--- src/rtl/kinase_valve_sequencer_if.sv ---
// Host-side step bus and valve drive outputs of the kinase valve sequencer.
// The host owns the step word and abort; the sequencer owns the valve levels and status.
interface kinase_valve_sequencer_if #(
    parameter int DUR_W = 16
);
    logic             step_valid;
    logic [12:0]      step_ctrl;
    logic [3:0]       step_sieve;
    logic [4:0]       step_pump;
    logic             step_pump_en;
    logic [DUR_W-1:0] step_dur;
    logic             abort;
    logic             step_ready;
    logic [12:0]      c;
    logic [3:0]       s;
    logic [4:0]       p;
    logic             busy;
    logic             step_done;
    logic [7:0]       step_count;

    modport master (
        output step_valid, step_ctrl, step_sieve, step_pump, step_pump_en, step_dur, abort,
        input  step_ready, c, s, p, busy, step_done, step_count
    );

    modport slave (
        input  step_valid, step_ctrl, step_sieve, step_pump, step_pump_en, step_dur, abort,
        output step_ready, c, s, p, busy, step_done, step_count
    );
endinterface

--- src/rtl/kinase_valve_sequencer.sv ---
// Microfluidic valve sequencer: holds each step's valve levels for its duration and
// optionally runs a six-phase peristaltic pattern on p1..p3.
module kinase_valve_sequencer #(
    parameter int PUMP_DIV = 4,
    parameter int DUR_W    = 16
) (
    input logic                      clk,
    input logic                      rst,
    kinase_valve_sequencer_if.slave  bus
);
    typedef enum logic {IDLE, RUN} state_t;

    localparam logic [7:0]       DIV_LAST = 8'(PUMP_DIV - 1);
    localparam logic [DUR_W-1:0] DUR_ONE  = DUR_W'(1);

    state_t           state;
    logic [DUR_W-1:0] remaining;
    logic [7:0]       div_cnt;
    logic [2:0]       phase;
    logic [4:0]       pump_r;
    logic             pump_en_r;
    logic [12:0]      c_r;
    logic [3:0]       s_r;
    logic [4:0]       p_r;
    logic [7:0]       count_r;

    logic             last;
    logic             ready;
    logic             accept;
    logic             done;
    logic [2:0]       phase_nxt;
    logic [DUR_W-1:0] dur_load;

    function automatic logic [2:0] pattern(input logic [2:0] ph);
        case (ph)
            3'd0:    pattern = 3'b001;
            3'd1:    pattern = 3'b011;
            3'd2:    pattern = 3'b010;
            3'd3:    pattern = 3'b110;
            3'd4:    pattern = 3'b100;
            default: pattern = 3'b101;
        endcase
    endfunction

    assign last      = (state == RUN) && (remaining == DUR_ONE);
    assign ready     = !bus.abort && ((state == IDLE) || last);
    assign accept    = bus.step_valid && ready;
    assign done      = last && !bus.abort;
    assign dur_load  = (bus.step_dur == '0) ? DUR_ONE : bus.step_dur;
    // Phase advances on the cycle that finishes the current PUMP_DIV hold window.
    assign phase_nxt = (div_cnt != DIV_LAST) ? phase :
                       (phase == 3'd5)       ? 3'd0  : phase + 3'd1;

    always_ff @(posedge clk) begin
        if (rst) begin
            state     <= IDLE;
            remaining <= '0;
            div_cnt   <= '0;
            phase     <= '0;
            pump_r    <= '0;
            pump_en_r <= 1'b0;
            c_r       <= '0;
            s_r       <= '0;
            p_r       <= '0;
            count_r   <= '0;
        end else if (bus.abort) begin
            state     <= IDLE;
            remaining <= '0;
            div_cnt   <= '0;
            phase     <= '0;
            pump_r    <= '0;
            pump_en_r <= 1'b0;
            c_r       <= '0;
            s_r       <= '0;
            p_r       <= '0;
        end else begin
            if (done)
                count_r <= count_r + 8'd1;
            if (accept) begin
                state     <= RUN;
                remaining <= dur_load;
                div_cnt   <= '0;
                phase     <= '0;
                pump_r    <= bus.step_pump;
                pump_en_r <= bus.step_pump_en;
                c_r       <= bus.step_ctrl;
                s_r       <= bus.step_sieve;
                p_r       <= bus.step_pump_en ? {bus.step_pump[4:3], pattern(3'd0)} : bus.step_pump;
            end else if (last) begin
                // Idle keeps the step's levels, with p1..p3 back on their static values.
                state     <= IDLE;
                remaining <= '0;
                div_cnt   <= '0;
                phase     <= '0;
                p_r       <= pump_r;
            end else if (state == RUN) begin
                remaining <= remaining - DUR_ONE;
                div_cnt   <= (div_cnt == DIV_LAST) ? 8'd0 : div_cnt + 8'd1;
                phase     <= phase_nxt;
                if (pump_en_r)
                    p_r[2:0] <= pattern(phase_nxt);
            end
        end
    end

    assign bus.step_ready = ready;
    assign bus.step_done  = done;
    assign bus.busy       = (state == RUN);
    assign bus.c          = c_r;
    assign bus.s          = s_r;
    assign bus.p          = p_r;
    assign bus.step_count = count_r;
endmodule

--- src/flat_wrapper.sv ---
// flat-port wrapper written by rule: the top's interface ports become plain ports
module kinase_valve_sequencer_flat 
#(
    parameter int PUMP_DIV = 4,
    parameter int DUR_W    = 16
)
  (clk, rst, bus_step_valid, bus_step_ctrl, bus_step_sieve, bus_step_pump, bus_step_pump_en, bus_step_dur, bus_abort, bus_step_ready, bus_c, bus_s, bus_p, bus_busy, bus_step_done, bus_step_count);
  kinase_valve_sequencer_if #(.DUR_W(DUR_W)) bus_i ();
  input logic clk;
  input logic rst;
  input wire logic [$bits(bus_i.step_valid)-1:0] bus_step_valid;
  input wire logic [$bits(bus_i.step_ctrl)-1:0] bus_step_ctrl;
  input wire logic [$bits(bus_i.step_sieve)-1:0] bus_step_sieve;
  input wire logic [$bits(bus_i.step_pump)-1:0] bus_step_pump;
  input wire logic [$bits(bus_i.step_pump_en)-1:0] bus_step_pump_en;
  input wire logic [$bits(bus_i.step_dur)-1:0] bus_step_dur;
  input wire logic [$bits(bus_i.abort)-1:0] bus_abort;
  output wire logic [$bits(bus_i.step_ready)-1:0] bus_step_ready;
  output wire logic [$bits(bus_i.c)-1:0] bus_c;
  output wire logic [$bits(bus_i.s)-1:0] bus_s;
  output wire logic [$bits(bus_i.p)-1:0] bus_p;
  output wire logic [$bits(bus_i.busy)-1:0] bus_busy;
  output wire logic [$bits(bus_i.step_done)-1:0] bus_step_done;
  output wire logic [$bits(bus_i.step_count)-1:0] bus_step_count;
  assign bus_i.step_valid = bus_step_valid;
  assign bus_i.step_ctrl = bus_step_ctrl;
  assign bus_i.step_sieve = bus_step_sieve;
  assign bus_i.step_pump = bus_step_pump;
  assign bus_i.step_pump_en = bus_step_pump_en;
  assign bus_i.step_dur = bus_step_dur;
  assign bus_i.abort = bus_abort;
  assign bus_step_ready = bus_i.step_ready;
  assign bus_c = bus_i.c;
  assign bus_s = bus_i.s;
  assign bus_p = bus_i.p;
  assign bus_busy = bus_i.busy;
  assign bus_step_done = bus_i.step_done;
  assign bus_step_count = bus_i.step_count;
  kinase_valve_sequencer #(.PUMP_DIV(PUMP_DIV), .DUR_W(DUR_W)) u_core (.clk(clk), .rst(rst), .bus(bus_i));
endmodule
--- config.mk ---
export PLATFORM = sky130hd
export DESIGN_NAME = kinase_valve_sequencer_flat
export DESIGN_NICKNAME = d
export VERILOG_FILES = /design/src/rtl/kinase_valve_sequencer_if.sv /design/src/rtl/kinase_valve_sequencer.sv /design/src/flat_wrapper.sv
export SDC_FILE = /design/constraint.sdc
export NUM_CORES = 1
export LEC_CHECK = 0
export CAP_MARGIN = 15
export CORE_MARGIN = 8
export CORE_UTILIZATION = 50
export DETAILED_ROUTE_END_ITERATION = 6
export PLACE_DENSITY = 0.87
export SETUP_SLACK_MARGIN = 0.05
export SLEW_MARGIN = 20
export SYNTH_ARGS = -nofsm -noshare
export SYNTH_HDL_FRONTEND = slang
export SYNTH_SLANG_ARGS = --single-unit
export TNS_END_PERCENT = 1
--- constraint.sdc ---
create_clock -name clk -period 2.8 [get_ports clk]
set_clock_uncertainty 0.05 [all_clocks]
set_input_delay 0.84 -clock clk [delete_from_list [all_inputs] [get_ports clk]]
set_output_delay 0.84 -clock clk [all_outputs]
set_load 0.01 [all_outputs]
### After elaboration in Yosys (flattened, before gate mapping)

Index checks and enable logic that the tools add are counted.

| cells by class | value |
|---|---|
| $add $sub $neg | 4 |
| equal/unequal tests | 8 |
| multiplexer cells | 16 |
| bitwise operators | 2 |
| reduce and logical (&&, ||, !) cells | 15 |

Operators by type and width:

| kind | number |
|---|---|
| two-way mux 16 bit | 4 |
| two-way mux 3 bit | 6 |
| adder 8 x 1 -> 8 bit (second input constant) | 2 |
| == test 16 x 1 -> 1 bit (second input constant) | 1 |
| logical NOT 16 bit | 1 |
| subtractor 16 x 1 -> 16 bit (second input constant) | 1 |
| case mux 3 bit (5 select lines) | 1 |
| == test 8 x 2 -> 1 bit (second input constant) | 1 |
| two-way mux 8 bit | 1 |
| != test 8 x 2 -> 1 bit (second input constant) | 1 |
| == test 3 x 2 -> 1 bit (second input constant) | 2 |
| == test 3 bit (second input constant) | 2 |
| nonzero test 3 bit | 2 |
| two-way mux 5 bit | 1 |
| logical AND 1 bit | 4 |
| AND reduction 2 bit | 2 |
| OR reduction 4 bit | 1 |
| adder 3 x 1 -> 3 bit (second input constant) | 1 |
| == test 3 x 1 -> 1 bit (second input constant) | 1 |
| logical NOT 3 bit | 1 |
| two-way mux 1 bit | 2 |
| two-way mux 2 bit | 1 |
| inverter 1 bit | 2 |
| nonzero test 2 bit | 1 |
| other kinds (3) | 3 |

| word-level totals | value |
|---|---|
| flip-flop bits (word level) | 64 |
| bits of input ports | 43 |
| output and inout bits | 33 |
| logic and storage cells | 56 |

### Logic depth before layout (Yosys ltp)

Gate-level depths: netlist of the first run.

| logic depth | value |
|---|---|
| word-level depth | 9 |
| depth in mapped cells | 9 |
| depth with buffers taken out | 7 |

### Least setup slack after synthesis of the first run

OpenSTA, ideal clock, no wires.

| path | value |
|---|---|
| path type | reg2out |
| from | register u_core.remaining[0] |
| to | output bus_step_ready |
| data arrival time | 1576 ps |
| required time | 1910 ps |
| path slack | 334 ps |
| cell stages (with the launch flop) | 8 |
| buffers on the path | 2 |
| cells stage by stage | dfxtp_1 -> ha_1 -> nor4b_2 -> and4_1 -> buf_2 -> nor2_1 -> buf_2 -> nor2_1 |

| between the ends | value |
|---|---|
| cells in the longest elaborated chain, start to end | 4 |

Ends and longest elaborated chain:

| element | line | source |
|---|---|---|
| start, declared | kinase_valve_sequencer.sv:17 | `logic [DUR_W-1:0] remaining;` |
| start signal, assigned | kinase_valve_sequencer.sv:81 | `remaining <= dur_load;` |
| start signal, assigned | kinase_valve_sequencer.sv:97 | `remaining <= remaining - DUR_ONE;` |
| == test 16 x 1 -> 1 bit | kinase_valve_sequencer.sv:45 | `assign last = (state == RUN) && (remaining == DUR_ONE);` |
| logical AND 1 bit | kinase_valve_sequencer.sv:45 |  |
| logical OR 1 bit | kinase_valve_sequencer.sv:46 | `assign ready = !bus.abort && ((state == IDLE) \|\| last);` |
| logical AND 1 bit | kinase_valve_sequencer.sv:46 |  |
| end, declared | flat_wrapper.sv:18 | `output wire logic [$bits(bus_i.step_ready)-1:0] bus_step_ready;` |

No other way between the ends.

### Final worst setup path of the first run

| path | value |
|---|---|
| from | register u_core.remaining[4] |
| to | output bus_step_ready |

Same word-level chain as after synthesis.

==> results of run 1 <==
[worst max path at each step]
| stage | from | to | slack, ps | depth (start not counted) |
|---|---|---|---|---|
| global placement | bus_abort | bus_step_done | -130 | 4 |
| finish | u_core.remaining[4]$_SDFFE_PP0P_ | bus_step_ready | 150 | 6 |
| detailed placement | bus_abort | bus_step_done | -160 | 4 |
| global route | u_core.remaining[1]$_SDFFE_PP0P_ | bus_step_ready | 40 | 7 |
| floorplan | u_core.remaining[0]$_SDFFE_PP0P_ | bus_step_ready | 330 | 7 |
| CTS | u_core.remaining[1]$_SDFFE_PP0P_ | bus_step_ready | 7 | 7 |
[final cells by class]
class                           instances  area (um2)
Clock buffer                           11       151.4
Clock inverter                          5       55.05
Fill cell                             491        1906
Inverter                                5       18.77
Multi-Input combinational cell        317        1856
Sequential cell                        64        1281
Tap cell                               77       96.34
Timing Repair Buffer                  106       985.9
[cell families after synthesis]
| kind of cell | Yosys count | share of synthesized area [%] |
|---|---|---|
| xor gates and xnor gates | 14 | 3.751 |
| AOI/OAI and AO/OA | 100 | 19.56 |
| adders and majority gates | 4 | 1.531 |
| and+or+nand+nor | 194 | 29.74 |
| DFF | 64 | 39.19 |
| muxes | 5 | 1.646 |
| buffers and inverters | 30 | 4.592 |
[through the flow]
step                worst slack [ps]  setup TNS, ps
floorplan                      334.0              0
CTS                            7.401              0
global placement              -131.8         -259.5
detailed placement            -162.0         -307.8
global route                   43.80              0
finish                         151.8              0
[placed cells by master (no fill, tap or decap), types with 3 or more instances in the layout]
master	n
nand2_1	77
clkdlybuf4s50_1	73
dfxtp_1	64
nor2_1	42
a21oi_1	39
buf_4	30
a31oi_1	12
clkbuf_8	11
nor4_1	10
o21ai_0	10
nor3_1	9
xor2_1	8
nand3_1	7
nand4_1	7
xnor2_1	6
and3_1	6
o31ai_1	5
or3_1	5
and4_1	4
nor2b_1	4
a211oi_1	4
inv_1	3
o21a_1	3
mux2_2	3
a22oi_1	3
a311oi_1	3
a222oi_1	3
ha_1	3
[repair_timing]
action / 4_1_cts / 5_1_grt
pin swaps: 1 / 1
gates resized for setup: 4 / 6
hold endpoints to repair: 0 / 0
endpoints found under the setup margin: 2 / 2
buffers inserted: 0 / 1
[sequential cells by signal (all words and copies together) (netlist names)]
name                   count
u_core.bus.step_count      8
u_core.pump_r              5
u_core.remaining          16
u_core.bus.busy            1
u_core.div_cnt             8
u_core.bus.p               5
u_core.bus.s               4
u_core.phase               3
u_core.bus.c              13
u_core.pump_en_r           1
[metal layers]
metal | global-route usage (%) | routed length (um) | vias to the layer above
met5 | 0 | 0 | -
met1 | 25.08 | 4103 | 1658
li1 | - | - | 1674
met2 | 33.80 | 4735 | 205
met4 | 10.18 | 263 | 0
met3 | 7.539 | 1114 | 31
[worst reg2reg max path, stage by stage (launching register included)]
cell	delay, ps
dfxtp_1	350
inv_2	80
ha_2	180
nor4b_4	240
buf_4	170
nand4_2	400
nor2_1	460
nand4_1	170
mux2_2	290
[power by group]
part           total, mW  internal [mW]  switching (mW)
sequential         0.953          0.931          0.0219
clock              0.826          0.456           0.370
combinational      0.391          0.184           0.206
==> flow_metrics.env, run 1 <==
export IMPL_crit_family="simple AND/OR/NAND/NOR gates"
export IMPL_drt_pass1_iterations=7
export IMPL_yosysTopAreaCell="dfxtp_1"
export IMPL_avgRoutedWirePerCell_um=17.46
export IMPL_instances_no_fill=585
export IMPL_slowest_stage="nor4_2"
export IMPL_cp_end_kind="primary output"
export IMPL_n_antenna_cell=0
export IMPL_netlist_instances=411
export IMPL_drive_above_1_share_pct=14.17
export IMPL_r2r_cells=8
export IMPL_vias_per_cell=6.099
export IMPL_tritoncts="yes"
export IMPL_first_global_vias=3525
export IMPL_syn_nets=458
export IMPL_critPathBufInv=2
export IMPL_fp_coreArea_um2=6350
export IMPL_rows=29
export IMPL_grt_pass1_wl_mm=17.01
export IMPL_hold_viol_final=0
export IMPL_cts_sinks=64
export IMPL_ctsHoldBuffers=0
export IMPL_worstReg2RegStart="u_core.remaining[1]$_SDFFE_PP0P_"
export IMPL_vias=3568
export IMPL_synth_edf_count=0
export IMPL_synth_top_area_share_pct=39.19
export IMPL_grt_usage_pct=21.36
export IMPL_syn_to_final_growth_pct=35.94
export IMPL_htreeDepth=3
export IMPL_die_y_um=96.86
export IMPL_peakVddDrop_mv=0.3130
export IMPL_dieArea_um2=9382
export IMPL_dpl_cell_count=568
export IMPL_finalMaxSlewViolations=0
export IMPL_synth_yosys_seq_area_share_pct=39.19
export IMPL_path_cells="buf_4, nor4_2, and4_1, nor2_1, nor2_1, clkbuf_2"
export IMPL_hold_start="u_core.bus.s[2]$_SDFFE_PP0N_"
export IMPL_clock_fmax_mhz=377.6
export IMPL_power_density_nw_per_um2=488.2
export IMPL_fin_hold_ws_ps=403.5
export IMPL_clkTransAtPathRegs_ps=80
export IMPL_pin_count=76
export IMPL_clkLatencyLatePin_ps=350
export IMPL_final_nets=550
export IMPL_crit_type="reg -> out"
export IMPL_cpMostUsedCell="nor2_1"
export IMPL_worstPathMaxFanout=7
export IMPL_p_leak_nw=1.585
export IMPL_place_hpwl_mm=7.276
export IMPL_synth_top_cells_by_count="77 x nand2_1, 64 x dfxtp_1, 43 x nor2_1"
export IMPL_start_kind="register"
export IMPL_hold_path_depth=2
export IMPL_status="completed"
export IMPL_r2r_slack_ps=290
export IMPL_antenna_found_initial=0
export IMPL_period_needed_ps=2648
export IMPL_finalCritPeriodShare_pct=94.58
export IMPL_yosysWarnings=0
export IMPL_timing_slew_headroom_pct=47.17
export IMPL_totalPowerFinal_mw=2.170
export IMPL_drc_errors=0
export IMPL_cp_data_required_time_ps=1910
export IMPL_stdcell_area_um2=4444
export IMPL_grt_max_degree=25
export IMPL_postRouteAntennaNets=0
export IMPL_ys_flop_type="dfxtp_1"
export IMPL_setup_viol=0
export IMPL_die_w_um=96.86
export IMPL_crit_arrival_ps=1760
export IMPL_cts_root_buffer="clkbuf_8"
export IMPL_final_util_pct=69.99
export IMPL_initial_core_util_pct=51.49
export IMPL_tightestPinTransition_ps=781.4
export IMPL_cts_path_max_buffers=2
export IMPL_cpPeakStageDelay_ps=370
export IMPL_drtIter0Drc=278
export IMPL_yosysMostFrequentCell="nand2_1"
export IMPL_avgSynthCellArea_um2=7.955
export IMPL_wirelength_mm=10.22
export IMPL_min_to="u_core.bus.s[2]$_SDFFE_PP0N_"
export IMPL_yosysUniqueCellTypes=62
export IMPL_rsz0062_at_grt="true"
export IMPL_synth_area_leaders="dfxtp_1 39%, nand2_1 8.8%, a21oi_1 6.1%, nor2_1 4.9%, a31oi_1 2.3%"
export IMPL_cap_violations=0
export IMPL_netlist_area_um2=3269
export IMPL_async_flop_share_pct=0
export IMPL_reg2reg_to="u_core.bus.step_count[5]$_SDFFE_PP0P_"
export IMPL_cts_buffers=9
export IMPL_gr_total_overflow=0
export IMPL_synth_ff_latch_count=64
export IMPL_portBuffers=75
export IMPL_hp_class="reg -> reg"
export IMPL_gp_congestion=0.9477
export IMPL_post_dp_cell_area_um2=4227
Note: power is estimated with default switching activity, not from simulation.
==> run 2: changes to the inputs <==
- GPL_ROUTABILITY_DRIVEN: unset -> 0
- GPL_TIMING_DRIVEN: unset -> 0
==> run 2 against run 1 <==
- clock-buffer cell count unchanged
- wire length is 4.0% higher
- cell area up 1.5%
- critical path type unchanged
- highest routed layer unchanged
==> flow_metrics.env, run 2 (synthesis results as in run 1) <==
export IMPL_setup_viol=0
export IMPL_r2r_slack_ps=410
export IMPL_antenna_found_initial=0
export IMPL_wirelength_mm=10.63
export IMPL_path_cells="inv_2, ha_4, nor4b_4, and4_1, buf_6, nor2_4, buf_6, nor2_4, buf_6"
export IMPL_first_global_vias=3568
export IMPL_seqCellArea_um2=1292
export IMPL_drive_above_1_share_pct=14.45
export IMPL_dpl_cell_count=563
export IMPL_slowest_stage="dfxtp_2"
export IMPL_fp_coreArea_um2=6350
export IMPL_internal_power_mw=1.554
export IMPL_tightestPinTransition_ps=803.6
export IMPL_p_seq_share_pct=43.9
export IMPL_vias_per_cell=6.173
export IMPL_drt_pass1_iterations=7
export IMPL_final_nets=554
export IMPL_clock_fmax_mhz=364.3
export IMPL_clkTransAtPathRegs_ps=70
export IMPL_start_kind="register"
export IMPL_tritoncts="yes"
export IMPL_syn_to_final_growth_pct=37.96
export IMPL_cp_data_required_time_ps=1910
export IMPL_dieArea_um2=9382
export IMPL_layout_commonest_cell="nand2_1"
export IMPL_pin_count=76
export IMPL_p_leak_nw=1.602
export IMPL_multi_input_area_um2=1934
export IMPL_cts_path_max_buffers=2
export IMPL_cts_root_buffer="clkbuf_8"
export IMPL_hold_viol_final=0
export IMPL_final_cell_mix="77 x nand2_1, 72 x clkdlybuf4s50_1, 59 x dfxtp_1"
export IMPL_status="completed"
export IMPL_drc_errors=0
export IMPL_n_antenna_cell=0
export IMPL_totalPowerFinal_mw=2.179
export IMPL_cpPeakStageDelay_ps=340
export IMPL_avgRoutedWirePerCell_um=18.05
export IMPL_place_hpwl_mm=7.311
export IMPL_portBuffers=75
export IMPL_period_needed_ps=2745
export IMPL_cts_sinks=64
export IMPL_peakVddDrop_mv=0.4403
export IMPL_crit_type="reg -> out"
export IMPL_grt_pass1_wl_mm=17.02
export IMPL_initial_core_util_pct=51.49
export IMPL_ctsHoldBuffers=0
export IMPL_top_register="u_core.remaining"
export IMPL_grt_max_degree=12
export IMPL_post_dp_cell_area_um2=4116
export IMPL_die_w_um=96.86
export IMPL_htreeDepth=3
export IMPL_cap_violations=0
export IMPL_pwr_share_clk_pct=37.4
export IMPL_fillCellCount=470
export IMPL_cpMostUsedCell="buf_6"
export IMPL_sw_frac_of_total_pct=28.67
export IMPL_hp_class="reg -> reg"
export IMPL_die_y_um=96.86
export IMPL_grt_usage_pct=21.49
export IMPL_stdcell_area_um2=4511
export IMPL_vias=3636
export IMPL_largest_reg_flops=16
export IMPL_rsz0062_at_grt="true"
export IMPL_gr_total_overflow=0
export IMPL_worstPathMaxFanout=4
export IMPL_p_sw_mw=0.6247
export IMPL_tns_ps=0
export IMPL_cp_end_kind="primary output"
export IMPL_rows=29
export IMPL_finalCritPeriodShare_pct=98.04
export IMPL_power_density_nw_per_um2=483.0
export IMPL_cts_buffers=9
export IMPL_finalMaxSlewViolations=0
export IMPL_postRouteAntennaNets=0
export IMPL_clkLatencyLatePin_ps=350
export IMPL_crit_arrival_ps=1850
export IMPL_combinationalPowerShare_pct=18.7
export IMPL_instances_no_fill=589
export IMPL_final_util_pct=71.03
export IMPL_timing_slew_headroom_pct=45.67
export IMPL_drtIter0Drc=501
==> run 2: changes by cell type in the layout (fill, tap and decap cells not counted), sizes merged <==
cell,delta
buf,-7
clkinvlp,-1
dlymetal6s2s,+1
dlygate4sd1,+1
clkinv,+1
clkbuf,+10
clkdlybuf4s50,-1
==> run 2: final timing paths <==
kind / start / to / cells past startpoint
min reg2reg: u_core.bus.c[5]$_SDFFE_PP0N_ / u_core.bus.c[5]$_SDFFE_PP0N_ / 2
max: u_core.remaining[1]$_SDFFE_PP0P_ / bus_step_ready / 9
max reg2reg: u_core.remaining[4]$_SDFFE_PP0P_ / u_core.remaining[9]$_SDFFE_PP0P_ / 8
min: u_core.bus.c[5]$_SDFFE_PP0N_ / u_core.bus.c[5]$_SDFFE_PP0N_ / 2
==> run 2: critical path: cells and delay by family, from the launching register on <==
family / cells / cell delay [ps]
adders and majority gates: 1 / 130
buffers and inverters: 4 / 420
DFF: 1 / 340
and+or+nand+nor: 4 / 600
==> run 2: area by class of cell <==
cell class,instances,area share [%]
repair buffers,87,18.61
clock inverters,5,1.248
flip-flops and latches,64,28.65
clock buffers,11,3.135
multi-input cells,317,42.88
inverters,5,0.4438
plain buffers,23,2.885
well taps,77,2.136
==> run 2: through the flow <==
| stage | hold slack (ps) | worst slack, ps |
|---|---|---|
| 2_1_floorplan | 386.0 | 334.0 |
| 3_3_place_gp | 390.5 | -392.5 |
| 3_5_place_dp | 398.2 | -414.5 |
| 4_1_cts | 407.4 | 23.61 |
| 5_1_grt | 426.7 | 36.99 |
| 6_report | 403.3 | 55.01 |
==> run 2: routing by layer <==
layer  vias to the layer above  share of wire, %  global-route usage [%]
met5                         -                 0                       0
met4                         0               2.5                   9.704
met3                        30                12                   9.531
met2                       219                47                   35.16
met1                      1703                38                   23.37
li1                       1684                 -                       -
==> run 2: power groups by stage <==
stage,Clock [mW],Combinational [mW],Sequential (mW)
5_1_grt,0.856,0.435,0.959
3_3_place_gp,0,0.346,0.969
6_report,0.815,0.407,0.957
3_5_place_dp,0,0.355,0.970
4_1_cts,0.814,0.376,0.953
2_1_floorplan,0,0.204,0.971
==> run 2: repair_timing <==
item                       4_1_cts  5_1_grt
hold endpoints to repair         0        0
pin swaps                        4        5
setup buffers                    4        8
setup endpoints to repair        2        2
resized for setup               29       13
==> run 3: changes to the inputs <==
- CELL_PAD_IN_SITES_DETAIL_PLACEMENT: unset -> 1
- CELL_PAD_IN_SITES_GLOBAL_PLACEMENT: unset -> 1
- CORE_UTILIZATION: 50 -> 36
- GPL_TIMING_DRIVEN: 0 -> unset
- PLACE_DENSITY: 0.87 -> 0.86
==> run 3 against run 2 <==
- critical path depth fell by 4
- clock-buffer cell count rose by 1
- wire length rose by 8.4%
- register-to-register slack got worse by 140 ps
- sequential cell count did not move
- die area rose by 32%
- sequential power fell by 0.5%
- cell area fell by 0.42%
==> flow_metrics.env, run 3 (synthesis results as in run 1) <==
export IMPL_dieArea_um2=12390
export IMPL_crit_type="reg -> out"
export IMPL_totalPowerFinal_mw=2.178
export IMPL_drive_above_1_share_pct=14.68
export IMPL_rows=34
export IMPL_instances_no_fill=619
export IMPL_drt_pass1_iterations=4
export IMPL_fp_coreArea_um2=8763
export IMPL_rsz0062_at_grt="false"
export IMPL_clkTransAtPathRegs_ps=70
export IMPL_p_leak_nw=1.599
export IMPL_p_sw_mw=0.6205
export IMPL_cts_path_max_buffers=2
export IMPL_tritoncts="yes"
export IMPL_grt_util_met3_pct=7.035
export IMPL_ctsHoldBuffers=0
export IMPL_power_density_nw_per_um2=484.8
export IMPL_avgRoutedWirePerCell_um=18.62
export IMPL_finalMaxSlewViolations=0
export IMPL_initial_core_util_pct=37.31
export IMPL_vias=3504
export IMPL_n_antenna_cell=0
export IMPL_cp_end_kind="primary output"
export IMPL_clkLatencyLatePin_ps=350
export IMPL_grt_usage_pct=18.37
export IMPL_htreeDepth=3
export IMPL_global_route_usage_met1_pct=19.96
export IMPL_drtIter0Drc=163
export IMPL_wirelength_mm=11.53
export IMPL_worstReg2RegStart="u_core.remaining[1]$_SDFFE_PP0P_"
export IMPL_cts_buffers=9
export IMPL_peakVddDrop_mv=0.2145
export IMPL_seqCellArea_um2=1282
export IMPL_pin_count=76
export IMPL_die_y_um=111.3
export IMPL_vias_per_cell=5.661
export IMPL_hold_start="u_core.bus.s[1]$_SDFFE_PP0N_"
export IMPL_fillCellCount=1097
export IMPL_cp_data_required_time_ps=1910
export IMPL_gr_total_overflow=0
export IMPL_grt_pass1_wl_mm=19.14
export IMPL_fin_hold_ws_ps=409.4
export IMPL_worst_slack_ps=149.4
export IMPL_top_usage_layer="met2"
export IMPL_cap_violations=0
export IMPL_hold_path_depth=2
export IMPL_largest_reg_flops=16
export IMPL_multi_input_area_um2=1862
export IMPL_r2r_cells=8
export IMPL_hold_viol_final=0
export IMPL_cts_sinks=64
export IMPL_top_register="u_core.remaining"
export IMPL_die_w_um=111.3
export IMPL_place_hpwl_mm=8.309
export IMPL_worstPathMaxFanout=2
export IMPL_setup_viol=0
export IMPL_startpoint="u_core.remaining[4]$_SDFFE_PP0P_"
export IMPL_status="completed"
export IMPL_preCtsSetupSlack_ps=-190.6
export IMPL_tightestPinTransition_ps=683.0
export IMPL_period_needed_ps=2651
export IMPL_final_cell_mix="77 x nand2_1, 73 x clkdlybuf4s50_1, 63 x dfxtp_1"
export IMPL_crit_arrival_ps=1760
export IMPL_finalCritPeriodShare_pct=94.66
export IMPL_dpl_cell_count=602
export IMPL_antenna_found_initial=0
export IMPL_drc_errors=0
export IMPL_start_kind="register"
export IMPL_clock_fmax_mhz=377.3
export IMPL_cts_root_buffer="clkbuf_8"
export IMPL_first_global_vias=3855
export IMPL_sw_frac_of_total_pct=28.49
export IMPL_timing_slew_headroom_pct=53.82
export IMPL_grtUsageMet2_pct=31.25
export IMPL_hp_class="reg -> reg"
export IMPL_final_nets=553
export IMPL_postRouteAntennaNets=0
export IMPL_internal_power_mw=1.557
export IMPL_syn_to_final_growth_pct=37.39
export IMPL_combinationalPowerShare_pct=18.5
export IMPL_grt_max_degree=24
export IMPL_pwr_share_clk_pct=37.8
export IMPL_layout_commonest_cell="nand2_1"
export IMPL_portBuffers=75
export IMPL_p_seq_share_pct=43.7
[run 3: metrics by stage]
stage / utilization [%] / TNS (ps) / area (um2)
floorplan: - / 0 / 3269
global placement: 48.79 / -261.7 / 4275
detailed placement: 48.79 / -339.7 / 4275
CTS: 51.27 / 0 / 4493
global route: 51.26 / 0 / 4492
finish: 51.26 / 0 / 4492
[run 3: cell type report]
| cell class | count | area share (%) |
|---|---|---|
| flip-flops and latches | 64 | 28.55 |
| well taps | 108 | 3.008 |
| clock buffers | 12 | 3.231 |
| inverters | 5 | 0.4178 |
| multi-input cells | 317 | 41.45 |
| repair buffers | 109 | 22.17 |
| clock inverters | 4 | 1.170 |
[run 3: path summary, 6_finish.rpt]
check	to	slack, ps
setup / recovery	bus_step_done	150
hold / removal	u_core.bus.s[1]$_SDFFE_PP0N_	410
setup reg to reg	u_core.remaining[1]$_SDFFE_PP0P_	270
hold reg to reg	u_core.bus.s[1]$_SDFFE_PP0N_	410
[run 3: metal layers]
layer,routed length [um],share of wire (%)
met1,4656,40
met2,5560,48
met5,0,0
met3,1099,9.5
met4,210,1.8
[run 3: worst max-delay path, cell delays in order (launching register included)]
cell and delay [ps]:
dfxtp_1 310, or4_4 540, nor2_2 170, nand3_1 100, nor2_1 130, clkbuf_2 160
[run 3: power groups by stage]
stage / Combinational [mW] / Sequential, mW / Clock [mW]
global placement: 0.378 / 0.969 / 0
global route: 0.435 / 0.955 / 0.865
finish: 0.403 / 0.952 / 0.823
detailed placement: 0.389 / 0.971 / 0
CTS: 0.398 / 0.951 / 0.834
floorplan: 0.204 / 0.971 / 0
[run 3: what timing repair did]
action | CTS | global route
buffers inserted | 0 | 1
resized for setup | 8 | 5
endpoints found under the setup margin | 2 | 2
==> patch, RTL diff (settings of run 3) <==
`DUR_W` is set to 16 in 3 places; all go to 32.
--- a/src/rtl/kinase_valve_sequencer_if.sv
+++ b/src/rtl/kinase_valve_sequencer_if.sv
@@ -3,3 +3,3 @@
 interface kinase_valve_sequencer_if #(
-    parameter int DUR_W = 16
+    parameter int DUR_W = 32
 );
--- a/src/rtl/kinase_valve_sequencer.sv
+++ b/src/rtl/kinase_valve_sequencer.sv
@@ -4,3 +4,3 @@
     parameter int PUMP_DIV = 4,
-    parameter int DUR_W    = 16
+    parameter int DUR_W    = 32
 ) (
--- a/src/flat_wrapper.sv
+++ b/src/flat_wrapper.sv
@@ -4,3 +4,3 @@
     parameter int PUMP_DIV = 4,
-    parameter int DUR_W    = 16
+    parameter int DUR_W    = 32
 )
Ports: changed (resized bus_step_dur); port bits go from 76 to 92. The function was not compared with the original's and may differ.
==> patch against run 3 <==
  * The run now ends with negative setup slack left
  * First-iteration DRC count increased by 110%
  * Cell area rose by 35%
  * Synthesized area grew 27%
  * Final cell count up 33%
  * Power is 42% higher
  * Combinational power up 87%
  * Setup slack worse by 0.33 ns
  * Routed wire length rose by 45%
  * Sequential cell count is 16 higher
  * Die area up 23%
  * Critical path depth rose by 2
  * Critical path type unchanged
  * Critical endpoint unchanged
  * Largest cell class unchanged
  * Highest routed layer unchanged
==> patch: results (changes against run 3) <==
[metrics] maximum number of pins on one net before global-route repair: 30 (was 24)
[metrics] DP Wirelength: 12100 um (was 8310 um)
[metrics] Post-Syn Nets: 585 (was 458)
[metrics] violations in the final reports: negative setup slack
[metrics] tightest slew margin relative to the limit: 43.7% (was 53.8%)
[metrics] result of the run: finished, violations left (was complete, no violations)
[metrics] DR iter-0 viols: 345 (was 163)
[metrics] number of fill cells in the layout: 1368 (was 1097)
[metrics] global-route wire length before repair: 26200 um (was 19100 um)
[metrics] warning count from the yosys run: 0 (unchanged)
[metrics] level count of the clock H-tree: 3 (unchanged)
[metrics] leading post-synthesis cells by cell area: sky130_fd_sc_hd__dfxtp_1 (39%), sky130_fd_sc_hd__nand2_1 (6.8%), sky130_fd_sc_hd__nor2_1 (5.2%) (was sky130_fd_sc_hd__dfxtp_1 (39%), sky130_fd_sc_hd__nand2_1 (8.8%), sky130_fd_sc_hd__a21oi_1 (6.1%))
[metrics] root buffer cell: sky130_fd_sc_hd__clkbuf_16 (was sky130_fd_sc_hd__clkbuf_8)
[metrics] Post-synth EDFFs: 0 (unchanged)
[metrics] Static Leakage: 2.25 nW (was 1.60 nW)
[metrics] final worst-path setup slack: -0.183 ns (was 0.149 ns)
[metrics] post-layout net count: 737 (was 553)
[metrics] global routing met2 resource utilization: 37.6% (was 31.3%)
[metrics] ratio of cells with drive above 1 in the final layout: 17.1% (was 14.7%)
[metrics] post-placement worst setup slack: -0.201 ns (was -0.191 ns)
[metrics] class of the most critical hold timing path: flop to flop (unchanged)
[metrics] flip-flop count of the largest register after layout: 32 (was 16)
[metrics] critical path's largest stage delay: 0.55 ns
[metrics] maximum vdd drop: 0.316 mV (was 0.214 mV)
[metrics] average wire per standard cell: 20.3 um (was 18.6 um)
[metrics] top cells by count, synth: sky130_fd_sc_hd__dfxtp_1 (80), sky130_fd_sc_hd__nand2_1 (75), sky130_fd_sc_hd__nor2_1 (57) (was sky130_fd_sc_hd__nand2_1 (77), sky130_fd_sc_hd__dfxtp_1 (64), sky130_fd_sc_hd__nor2_1 (43))
[metrics] TritonCTS buffer count: 9 (unchanged)
[metrics] data arrival at the endpoint of the critical path: 2.09 ns (was 1.76 ns)
[metrics] Final setup viols: 2 (was 0)
[metrics] DR pass1 iterations: 5 (was 4)
[metrics] commonest register cell after synthesis: sky130_fd_sc_hd__dfxtp_1 (unchanged)
[metrics] sequential-to-total area share from yosys stat: 38.7% (was 39.2%)
[metrics] via count of the first global-routing pass: 5164 (was 3855)
[metrics] count of distinct cell types in the synthesized netlist: 58 (was 62)
[metrics] via count normalized by instance count: 5.84 (was 5.66)
[metrics] met1 usage in global routing: 25.0% (was 20.0%)
[metrics] Total GRT Usage: 21.9% (was 18.4%)
[metrics] number of I/O port buffers: 91 (was 75)
[metrics] met3 track utilization from global routing: 5.89% (was 7.03%)
patch: cell count changes after synthesis, sizes merged, moves of 4 or more:
cell	delta
a211oi	-4
nand3	+16
o21ai	+13
nor3	+8
nor2	+15
mux2i	+4
nor4	+10
buf	-5
dfxtp	+16
a221oi	+8
clkbuf	+13
xnor2	+11
patch: path summary, 6_finish.rpt:
| check | to | cells after the start | slack [ns] | start |
|---|---|---|---|---|
| worst min register to register | u_core.pump_r[0] | 2 | 0.40 | u_core.pump_r[0] |
| worst max register to register | u_core.bus.c[3] | 10 | 0.13 | u_core.remaining[15] |
| worst min-delay path | u_core.pump_r[0] | 2 | 0.40 | u_core.pump_r[0] |
| worst max-delay path | bus_step_done | 7 | -0.18 | u_core.remaining[15] |
patch: layout make-up:
type / instances / share of cell area, %
multi-input cells: 403 / 39.7
clock inverters: 6 / 0.805
flip-flops and latches: 80 / 26.4
well taps: 143 / 2.95
repair buffers: 173 / 25.8
inverters: 7 / 0.433
clock buffers: 10 / 3.94
patch: what timing repair did:
item                       4_1_cts  5_1_grt
setup buffers                    3        1
setup endpoints to repair        2       12
gates resized for setup         12        4
pin swaps                        5        5
patch: through the flow:
stage	hold slack, ns	std cells	cell area (sq um)
after floorplan	0.382	522	4160
after global placement	0.390	802	5720
after detailed placement	0.398	802	5720
after CTS	0.407	821	6040
after global routing	0.436	822	6060
final	0.405	822	6060
patch: kinds of logic (layout without fill, tap and decap cells):
logic type / Yosys count / in the layout / synth area share (%)
fa+ha+maj: 4 / 4 / 1.21
buf+inv: 39 / 196 / 3.75
compound gates: 123 / 123 / 19.3
flops: 80 / 80 / 38.7
mux: 6 / 6 / 1.45
xor+xnor: 28 / 28 / 5.93
simple gates: 242 / 242 / 29.7
patch: tightest hold or removal path, cell delays in order (launching register included):
cell and delay [ns]:
sky130_fd_sc_hd__dfxtp_1 0.31, sky130_fd_sc_hd__nand2_1 0.05, sky130_fd_sc_hd__a21oi_1 0.05
patch: where the power goes:
part	internal, W	switching [W]
clock	0.000638	0.000521
sequential	0.00117	0.0000231
combinational	0.000345	0.000407
total	0.00215	0.000951
patch: layer usage:
metal	wire (um)	vias up
li1	-	2217
met1	6840	2367
met2	8220	181
met3	1220	39
met4	410	0
met5	0	-
